<file path="src/rtl/wshb_arb_pkg.sv">
`default_nettype none
// ============================================================================
//  Module   : wshb_arb_pkg
//  Purpose  : Shared types and bus widths for the SDRAM Wishbone arbiter.
//  Revision : 1.0 - initial release
// ============================================================================
package wshb_arb_pkg;

    localparam int ADR_W  = 32;
    localparam int DATA_W = 32;
    localparam int SEL_W  = 4;

    typedef enum logic [1:0] {
        IDLE     = 2'd0,
        GNT_VGA  = 2'd1,
        GNT_MIRE = 2'd2
    } arb_state_t;

    typedef enum logic {
        OWN_VGA  = 1'b0,
        OWN_MIRE = 1'b1
    } owner_t;

endpackage
`default_nettype wire

</file>
<file path="src/rtl/wshb_arbiter.sv">
`default_nettype none
// ============================================================================
//  Module   : wshb_arbiter
//  Purpose  : Shares the SDRAM Wishbone slave between the VGA frame reader
//             and the mire pattern writer. Round-robin with optional VGA
//             priority; the grant is held for a whole bus cycle. Exports the
//             largest VGA request-to-grant wait for debug.
//  Revision : 1.0 - initial release
// ============================================================================
module wshb_arbiter
    import wshb_arb_pkg::*;
#(
    parameter bit          VGA_PRIORITY = 1'b1,
    parameter int unsigned STAT_W       = 16
) (
    input  logic              sys_clk,
    input  logic              sys_rst_n,
    // VGA master side
    input  logic              wshb_ifs_vga_cyc,
    input  logic              wshb_ifs_vga_stb,
    input  logic              wshb_ifs_vga_we,
    input  logic [ADR_W-1:0]  wshb_ifs_vga_adr,
    input  logic [DATA_W-1:0] wshb_ifs_vga_dat_ms,
    input  logic [SEL_W-1:0]  wshb_ifs_vga_sel,
    input  logic [2:0]        wshb_ifs_vga_cti,
    input  logic [1:0]        wshb_ifs_vga_bte,
    output logic [DATA_W-1:0] wshb_ifs_vga_dat_sm,
    output logic              wshb_ifs_vga_ack,
    output logic              wshb_ifs_vga_err,
    output logic              wshb_ifs_vga_rty,
    // mire master side
    input  logic              wshb_ifs_mire_cyc,
    input  logic              wshb_ifs_mire_stb,
    input  logic              wshb_ifs_mire_we,
    input  logic [ADR_W-1:0]  wshb_ifs_mire_adr,
    input  logic [DATA_W-1:0] wshb_ifs_mire_dat_ms,
    input  logic [SEL_W-1:0]  wshb_ifs_mire_sel,
    input  logic [2:0]        wshb_ifs_mire_cti,
    input  logic [1:0]        wshb_ifs_mire_bte,
    output logic [DATA_W-1:0] wshb_ifs_mire_dat_sm,
    output logic              wshb_ifs_mire_ack,
    output logic              wshb_ifs_mire_err,
    output logic              wshb_ifs_mire_rty,
    // SDRAM slave side
    output logic              wshb_ifm_sdram_cyc,
    output logic              wshb_ifm_sdram_stb,
    output logic              wshb_ifm_sdram_we,
    output logic [ADR_W-1:0]  wshb_ifm_sdram_adr,
    output logic [DATA_W-1:0] wshb_ifm_sdram_dat_ms,
    output logic [SEL_W-1:0]  wshb_ifm_sdram_sel,
    output logic [2:0]        wshb_ifm_sdram_cti,
    output logic [1:0]        wshb_ifm_sdram_bte,
    input  logic [DATA_W-1:0] wshb_ifm_sdram_dat_sm,
    input  logic              wshb_ifm_sdram_ack,
    input  logic              wshb_ifm_sdram_err,
    input  logic              wshb_ifm_sdram_rty,
    // statistics / status
    input  logic              clr_stats,
    output logic [STAT_W-1:0] vga_wait_max,
    output logic              grant_vga
);

    localparam logic [STAT_W-1:0] c_stat_max = '1;
    localparam logic [STAT_W-1:0] c_stat_one = {{(STAT_W-1){1'b0}}, 1'b1};

    arb_state_t        r_state;
    arb_state_t        w_next_state;
    owner_t            r_last_owner;
    logic              r_grant_vga;
    logic [STAT_W-1:0] r_wait_cnt;
    logic [STAT_W-1:0] r_vga_wait_max;
    logic [STAT_W-1:0] w_wait_inc;
    logic              w_vga_waiting;
    logic              w_enter_vga;

    // Next owner: a grant is only released when its owner drops cyc, and the
    // other master is handed the bus directly with no idle turnaround.
    always_comb begin
        w_next_state = r_state;
        case (r_state)
            IDLE: begin
                if (wshb_ifs_vga_cyc && wshb_ifs_mire_cyc)
                    w_next_state = (VGA_PRIORITY || (r_last_owner == OWN_MIRE)) ? GNT_VGA : GNT_MIRE;
                else if (wshb_ifs_vga_cyc)
                    w_next_state = GNT_VGA;
                else if (wshb_ifs_mire_cyc)
                    w_next_state = GNT_MIRE;
            end
            GNT_VGA: begin
                if (!wshb_ifs_vga_cyc)
                    w_next_state = wshb_ifs_mire_cyc ? GNT_MIRE : IDLE;
            end
            GNT_MIRE: begin
                if (!wshb_ifs_mire_cyc)
                    w_next_state = wshb_ifs_vga_cyc ? GNT_VGA : IDLE;
            end
            default: w_next_state = IDLE;
        endcase
    end

    // Arbitration FSM: state, round-robin memory and the registered grant flag.
    always_ff @(posedge sys_clk) begin
        if (!sys_rst_n) begin
            r_state      <= IDLE;
            r_last_owner <= OWN_MIRE;
            r_grant_vga  <= 1'b0;
        end else begin
            r_state     <= w_next_state;
            r_grant_vga <= (w_next_state == GNT_VGA);
            if (r_state == GNT_VGA && !wshb_ifs_vga_cyc)
                r_last_owner <= OWN_VGA;
            else if (r_state == GNT_MIRE && !wshb_ifs_mire_cyc)
                r_last_owner <= OWN_MIRE;
        end
    end

    // Forward the owner's request to SDRAM and route the response back to it.
    always_comb begin
        wshb_ifm_sdram_cyc    = 1'b0;
        wshb_ifm_sdram_stb    = 1'b0;
        wshb_ifm_sdram_we     = 1'b0;
        wshb_ifm_sdram_adr    = '0;
        wshb_ifm_sdram_dat_ms = '0;
        wshb_ifm_sdram_sel    = '0;
        wshb_ifm_sdram_cti    = '0;
        wshb_ifm_sdram_bte    = '0;
        wshb_ifs_vga_ack      = 1'b0;
        wshb_ifs_vga_err      = 1'b0;
        wshb_ifs_vga_rty      = 1'b0;
        wshb_ifs_mire_ack     = 1'b0;
        wshb_ifs_mire_err     = 1'b0;
        wshb_ifs_mire_rty     = 1'b0;
        case (r_state)
            GNT_VGA: begin
                wshb_ifm_sdram_cyc    = wshb_ifs_vga_cyc;
                wshb_ifm_sdram_stb    = wshb_ifs_vga_stb;
                wshb_ifm_sdram_we     = wshb_ifs_vga_we;
                wshb_ifm_sdram_adr    = wshb_ifs_vga_adr;
                wshb_ifm_sdram_dat_ms = wshb_ifs_vga_dat_ms;
                wshb_ifm_sdram_sel    = wshb_ifs_vga_sel;
                wshb_ifm_sdram_cti    = wshb_ifs_vga_cti;
                wshb_ifm_sdram_bte    = wshb_ifs_vga_bte;
                wshb_ifs_vga_ack      = wshb_ifm_sdram_ack;
                wshb_ifs_vga_err      = wshb_ifm_sdram_err;
                wshb_ifs_vga_rty      = wshb_ifm_sdram_rty;
            end
            GNT_MIRE: begin
                wshb_ifm_sdram_cyc    = wshb_ifs_mire_cyc;
                wshb_ifm_sdram_stb    = wshb_ifs_mire_stb;
                wshb_ifm_sdram_we     = wshb_ifs_mire_we;
                wshb_ifm_sdram_adr    = wshb_ifs_mire_adr;
                wshb_ifm_sdram_dat_ms = wshb_ifs_mire_dat_ms;
                wshb_ifm_sdram_sel    = wshb_ifs_mire_sel;
                wshb_ifm_sdram_cti    = wshb_ifs_mire_cti;
                wshb_ifm_sdram_bte    = wshb_ifs_mire_bte;
                wshb_ifs_mire_ack     = wshb_ifm_sdram_ack;
                wshb_ifs_mire_err     = wshb_ifm_sdram_err;
                wshb_ifs_mire_rty     = wshb_ifm_sdram_rty;
            end
            default: ;
        endcase
    end

    assign wshb_ifs_vga_dat_sm  = wshb_ifm_sdram_dat_sm;
    assign wshb_ifs_mire_dat_sm = wshb_ifm_sdram_dat_sm;

    // The entry cycle itself is a waiting cycle, so the recorded wait is the
    // saturated count including it.
    assign w_vga_waiting = wshb_ifs_vga_cyc && (r_state != GNT_VGA);
    assign w_enter_vga   = (w_next_state == GNT_VGA) && (r_state != GNT_VGA);
    assign w_wait_inc    = (r_wait_cnt == c_stat_max) ? c_stat_max : (r_wait_cnt + c_stat_one);

    // Saturating count of cycles VGA spends requesting without the bus.
    always_ff @(posedge sys_clk) begin
        if (!sys_rst_n)
            r_wait_cnt <= '0;
        else if (w_enter_vga)
            r_wait_cnt <= '0;
        else if (w_vga_waiting)
            r_wait_cnt <= w_wait_inc;
    end

    // Peak VGA wait, captured on grant; a clear request overrides a capture.
    always_ff @(posedge sys_clk) begin
        if (!sys_rst_n)
            r_vga_wait_max <= '0;
        else if (clr_stats)
            r_vga_wait_max <= '0;
        else if (w_enter_vga && (w_wait_inc > r_vga_wait_max))
            r_vga_wait_max <= w_wait_inc;
    end

    assign vga_wait_max = r_vga_wait_max;
    assign grant_vga    = r_grant_vga;

endmodule
`default_nettype wire

</file>
<file path="config.mk">
export PLATFORM = sky130hd
export DESIGN_NAME = wshb_arbiter
export DESIGN_NICKNAME = d
export VERILOG_FILES = /design/src/rtl/wshb_arb_pkg.sv /design/src/rtl/wshb_arbiter.sv
export SDC_FILE = /design/constraint.sdc
export NUM_CORES = 1
export LEC_CHECK = 0
export CORE_AREA = 2 2 139 141
export CTS_CLUSTER_DIAMETER = 80
export DETAILED_ROUTE_END_ITERATION = 16
export DIE_AREA = 0 0 141 143
export HOLD_SLACK_MARGIN = 0.05
export SYNTH_ARGS = -nofsm -noshare
export SYNTH_HDL_FRONTEND = slang
export SYNTH_SLANG_ARGS = --single-unit
export TNS_END_PERCENT = 5
</file>
<file path="constraint.sdc">
create_clock -name sys_clk -period 4.46 [get_ports sys_clk]
set_clock_uncertainty 0.15 [all_clocks]
set_input_delay 0.892 -clock sys_clk [delete_from_list [all_inputs] [get_ports sys_clk]]
set_output_delay 0.892 -clock sys_clk [all_outputs]
set_load 0.03 [all_outputs]
</file>
=== Word-level counts from Yosys, hierarchy flattened ===
Index checks and enable logic that the tools add are counted.

* Output and inout bits: 163
* Input bits: 190
* Register bits after elaboration: 35
* Word-level logic and storage cells: 42

* $lt $le $gt $ge: 1
* Bitwise operators: 1
* Multiplexer cells: 23
* Add/subtract/negate cells: 1
* Eq/ne operators: 5
* Reductions and logical operators: 7

{| class="wikitable"
|+ Operators with widths
! kind !! count
|-
| case mux 32 bit (2 select lines) || 2
|-
| adder 16 x 1 -> 16 bit, second input constant || 1
|-
| equality test 16 bit, second input constant || 1
|-
| > comparator 16 bit || 1
|-
| 2-to-1 mux 16 bit || 1
|-
| 2-to-1 mux 2 bit || 6
|-
| case mux 4 bit (2 select lines) || 1
|-
| 2-to-1 mux 1 bit || 7
|-
| case mux 1 bit (2 select lines) || 3
|-
| case mux 2 bit (3 select lines) || 1
|-
| case mux 3 bit (2 select lines) || 1
|-
| equality test 2 x 1 -> 1 bit, second input constant || 2
|-
| logical AND 1 bit || 4
|-
| case mux 2 bit (2 select lines) || 1
|-
| OR reduction 2 bit || 2
|-
| equality test 2 bit, second input constant || 1
|-
| logical NOT 2 bit || 1
|-
| inequality test 2 x 1 -> 1 bit, second input constant || 1
|-
| NOT 1 bit || 1
|}

=== Longest topological paths before layout ===
* Depth in word-level cells: 7
* Depth in mapped cells: 15
* Depth with buffers taken out: 14

=== Worst setup path after synthesis ===
No wires, ideal clock.

* Kind: register to register
* Start point: reg r_wait_cnt[0]
* End point: reg r_vga_wait_max[10], in the netlist vga_wait_max[10]
* Buffers on the path: 1
* Data arrival time: 3.069 ns
* Setup time: 0.086 ns
* Data required time: 4.224 ns
* Setup slack: 1.156 ns
* Cell stages (with the launch flop): 14
* Cells stage by stage: dfxtp_1 > ha_1 > nand2_1 > nor4_4 > a21oi_1 > a31oi_1 > ha_1 > a21o_1 > a21oi_1 > o31ai_1 > a221oi_1 > nor3_4 > buf_6 > a211oi_1

* Word-level cells in the longest chain between the ends: 4
* Elaborated cells between the ends (all ways): 5
* Those cells by class: add/sub (1); order compare (1); eq/ne (1); mux (1); reduce/logical (1)

{| class="wikitable"
|+ Ends and longest elaborated chain
! what !! line !! RTL
|-
| start: declaration || wshb_arbiter.sv:70 || <nowiki>logic [STAT_W-1:0] r_wait_cnt;</nowiki>
|-
| start signal: assignment || wshb_arbiter.sv:180 || <nowiki>r_wait_cnt <= w_wait_inc;</nowiki>
|-
| adder 16 x 1 -> 16 bit / equality test 16 bit (equally long branches) || wshb_arbiter.sv:171 || <nowiki>assign w_wait_inc = (r_wait_cnt == c_stat_max) ? c_stat_max : (r_wait_cnt + c_stat_one);</nowiki>
|-
| 2-to-1 mux 16 bit (*) || wshb_arbiter.sv:171 ||
|-
| via w_wait_inc[14] || wshb_arbiter.sv:72 || <nowiki>logic [STAT_W-1:0] w_wait_inc;</nowiki>
|-
| > comparator 16 bit (*) || wshb_arbiter.sv:189 || <nowiki>else if (w_enter_vga && (w_wait_inc > r_vga_wait_max))</nowiki>
|-
| logical AND 1 bit (*) || wshb_arbiter.sv:189 ||
|-
| end signal: assignment || wshb_arbiter.sv:190 || <nowiki>r_vga_wait_max <= w_wait_inc;</nowiki>
|-
| end: declaration || wshb_arbiter.sv:71 || <nowiki>logic [STAT_W-1:0] r_vga_wait_max;</nowiki>
|}

The timed path passes the listed nets; every way through them passes the cells marked *.
A chain may end at the register's enable or synchronous reset.

=== Final worst setup path ===
* Start point: reg r_state[0]
* End point: out wshb_ifm_sdram_adr[29]

* Word-level cells in the longest chain between the ends: 2
* Elaborated cells between the ends (all ways): 3
* Those cells by class: eq/ne (2); mux (1)

{| class="wikitable"
|+ Ends and longest elaborated chain
! what !! line !! RTL
|-
| start: declaration || wshb_arbiter.sv:66 || <nowiki>arb_state_t r_state;</nowiki>
|-
| start signal: assignment || wshb_arbiter.sv:108 || <nowiki>r_state <= w_next_state;</nowiki>
|-
| equality test 2 bit / equality test 2 x 1 -> 1 bit (equally long branches) || wshb_arbiter.sv:133 || <nowiki>case (r_state)</nowiki>
|-
| case mux 32 bit (2 select lines) (*) || wshb_arbiter.sv:133 ||
|-
| end: declaration || wshb_arbiter.sv:48 || <nowiki>output logic [ADR_W-1:0] wshb_ifm_sdram_adr,</nowiki>
|}

Every way passes the cells marked *; elsewhere a longest branch is shown, timed or not.

==> flow_summary.toml <==
[global_route]
grt_max_degree = 35
grt_pass1_vias = 4181
overflow = 0
antenna_found_initial = 5
grt_use_total = 0.163
grt_pass1_wl_um = 25000

[worst_setup_path]
arrival_ps = 2750
rr_startpoint = "r_wait_cnt[2]"
worstSetupPathType = "register to primary output"
r2r_slack_ps = 780
crit_path_end_kind = "primary output"
worstPathMaxFanout = 34
crit_start = "r_state[0]"
cp-start-kind = "register"
required_ps = 3420

[floorplan]
die_w_um = 141
die_height_um = 143
ios = 353
row_count = 50
core_um2 = 18600
fp.dieArea_um2 = 20200
initial_utilization = 0.208

[detailed_routing]
vias = 4365
wire_per_inst_um = 18.7
drtIter0Drc = 232
firstDrtPassIters = 4
wl_um = 17400
vias_per_cell = 4.68
drc_errors = 0
drtAntennaViolNets = 0

[run]
drv_cap = 0

[synth]
yosys_warnings = 0
synthAdderAreaFrac = 0.0679
synth_top_area_frac = 0.181
synth_top_family_by_area = "compound AO/OA/AOI/OAI gates"
synth_mux_area_frac = 0.0265
yosys.area_share.simple = 0.246
async_reset_ff_frac = 0
synthFlopType = "dfxtp_1"
synth-seq-cells = 35
syn_area_per_cell_um2 = 7.49
synth_compound_area_frac = 0.263
ys_types = 49
syn-num-nets = 728
synth_area_um2 = 3870
synth.area.top_cells = "dfxtp_1, a22oi_1, nor2b_1"
synth_top_area_cell = "dfxtp_1"
synth_enable_flop_cells = 0
syn_inst = 517
synth_xor_area_frac = 0.0226
yosysSeqAreaShare = 0.181

[cells_and_area]
syn_to_final_growth_pct = 65.4
fin_nets = 908
diodes = 0
n_fill_cell = 1933
fin_cells = 932
multi_input_area_um2 = 2430
register_area_um2 = 701
drive_above_1_share = 0.0544

[clock_tree]
numClockSinks = 35
cts_tree = "done"
htreeDepth = 2
cts_hold_buf = 0
postCtsSetupRepairBufs = 0
clockBufferDepth = 2
clockRootBuffer = "clkbuf_16"
clk_pin_slew_ps = 60
worstSkewPairLatency_ps = 280
cts_made_buffers = 5
postCtsResizedCells = 0

[timing]
hold_viol = 0
setup-violations-final = 0
relSlewSlack = 0.557
fin_ws_ps = 670
timing.fmax_mhz = 264
min_period_ps = 3790
period_share = 0.850
rsz0062_at_grt = "false"
drv_slew = 0
final.setup.tns_ps = 0
tightest_slew_ps = 664
whs_ps = 324

[status]
status = "finished clean"

[power]
power.density_nw_per_um2 = 260
p_leak_nw = 2.25
max-vdd-ir-drop_mv = 0.145
total_power_w = 0.00167

[worst_hold_path]
min_path_type = "register to register"
hold_start = "vga_wait_max[13]"

[placement]
dp.cells = 924
preCtsSetupSlack_ps = 795
place_congestion = 0.777
dp.final_hpwl_um = 14500
numPortBuffers = 256
==> cells in the mapped netlist, types with 12 or more instances <==
| library cell | count |
|---|---|
| a211oi_1 | 18 |
| a21oi_1 | 13 |
| a22oi_1 | 75 |
| a31oi_1 | 12 |
| buf_4 | 64 |
| clkbuf_1 | 29 |
| dfxtp_1 | 35 |
| ha_1 | 21 |
| inv_1 | 31 |
| nand2_1 | 22 |
| nor2_1 | 26 |
| nor2b_1 | 78 |
==> power by group <==
part,internal (W),switching (W)
clock,0.000264,0.000140
combinational,0.000424,0.000469
sequential,0.000340,0.0000297
total,0.00103,0.000639
==> cell usage in the layout, fill, tap and decap left out, types with 3 or more instances in the layout <==
cell	n
clkdlybuf4s50_1	256
dfxtp_1	35
clkbuf_16	5
ha_2	3
xor2_1	6
a31oi_1	12
buf_4	17
nand4_1	3
nor3_1	3
inv_1	31
a211oi_1	18
nor2_1	26
and2_1	8
mux2i_1	8
ha_1	18
a21oi_1	13
o21ai_0	6
nand3_1	8
a311oi_1	4
xnor2_1	4
nor4_1	6
nor2b_1	78
nand2_1	22
nand2b_1	3
a22oi_1	75
==> routing by layer <==
layer  global-route usage  wire [um]
met1                0.215       7320
met2                0.239       7640
met3               0.0808       2140
met4               0.0326        229
met5                    0         56
==> worst max-delay path: stages (launching register included) <==
cell             delay (ps)
dfxtp_1                 420
inv_1                    90
ha_2                    680
buf_4                   340
nor2b_1                 220
clkdlybuf4s50_1         710
==> registers in the layout (all words and copies together), names as in the netlist <==
| register | cells |
|---|---|
| grant_vga | 1 |
| vga_wait_max | 16 |
| r_state | 2 |
| r_wait_cnt | 16 |
==> cell type report <==
| cell class | instances | share of cell area |
|---|---|---|
| clock buffers | 5 | 0.0195 |
| inverters | 32 | 0.0188 |
| flip-flops and latches | 35 | 0.109 |
| repair buffers | 273 | 0.420 |
| multi-input cells | 350 | 0.380 |
| well taps | 234 | 0.0457 |
| clock inverters | 3 | 0.00684 |
==> path summary, 6_finish.rpt <==
path         depth (start not counted)                     end
max                                  5  wshb_ifm_sdram_adr[29]
min                                  2        vga_wait_max[13]
max reg2reg                         12         vga_wait_max[8]
min reg2reg                          2        vga_wait_max[13]
==> cells by family after synthesis <==
family | count (synthesis)
and+or+nand+nor | 167
AOI/OAI and AO/OA | 142
buffers and inverters | 132
DFF | 35
adders and majority gates | 21
xor gates and xnor gates | 10
muxes | 10
==> per-stage QoR <==
stage	instance area [um2]	util
CTS	6400	0.345
global route	6400	0.345
floorplan	3870	-
global placement	6230	0.336
detailed placement	6230	0.336
finish	6400	0.345
No activity file was read; power rests on OpenSTA's default activity.
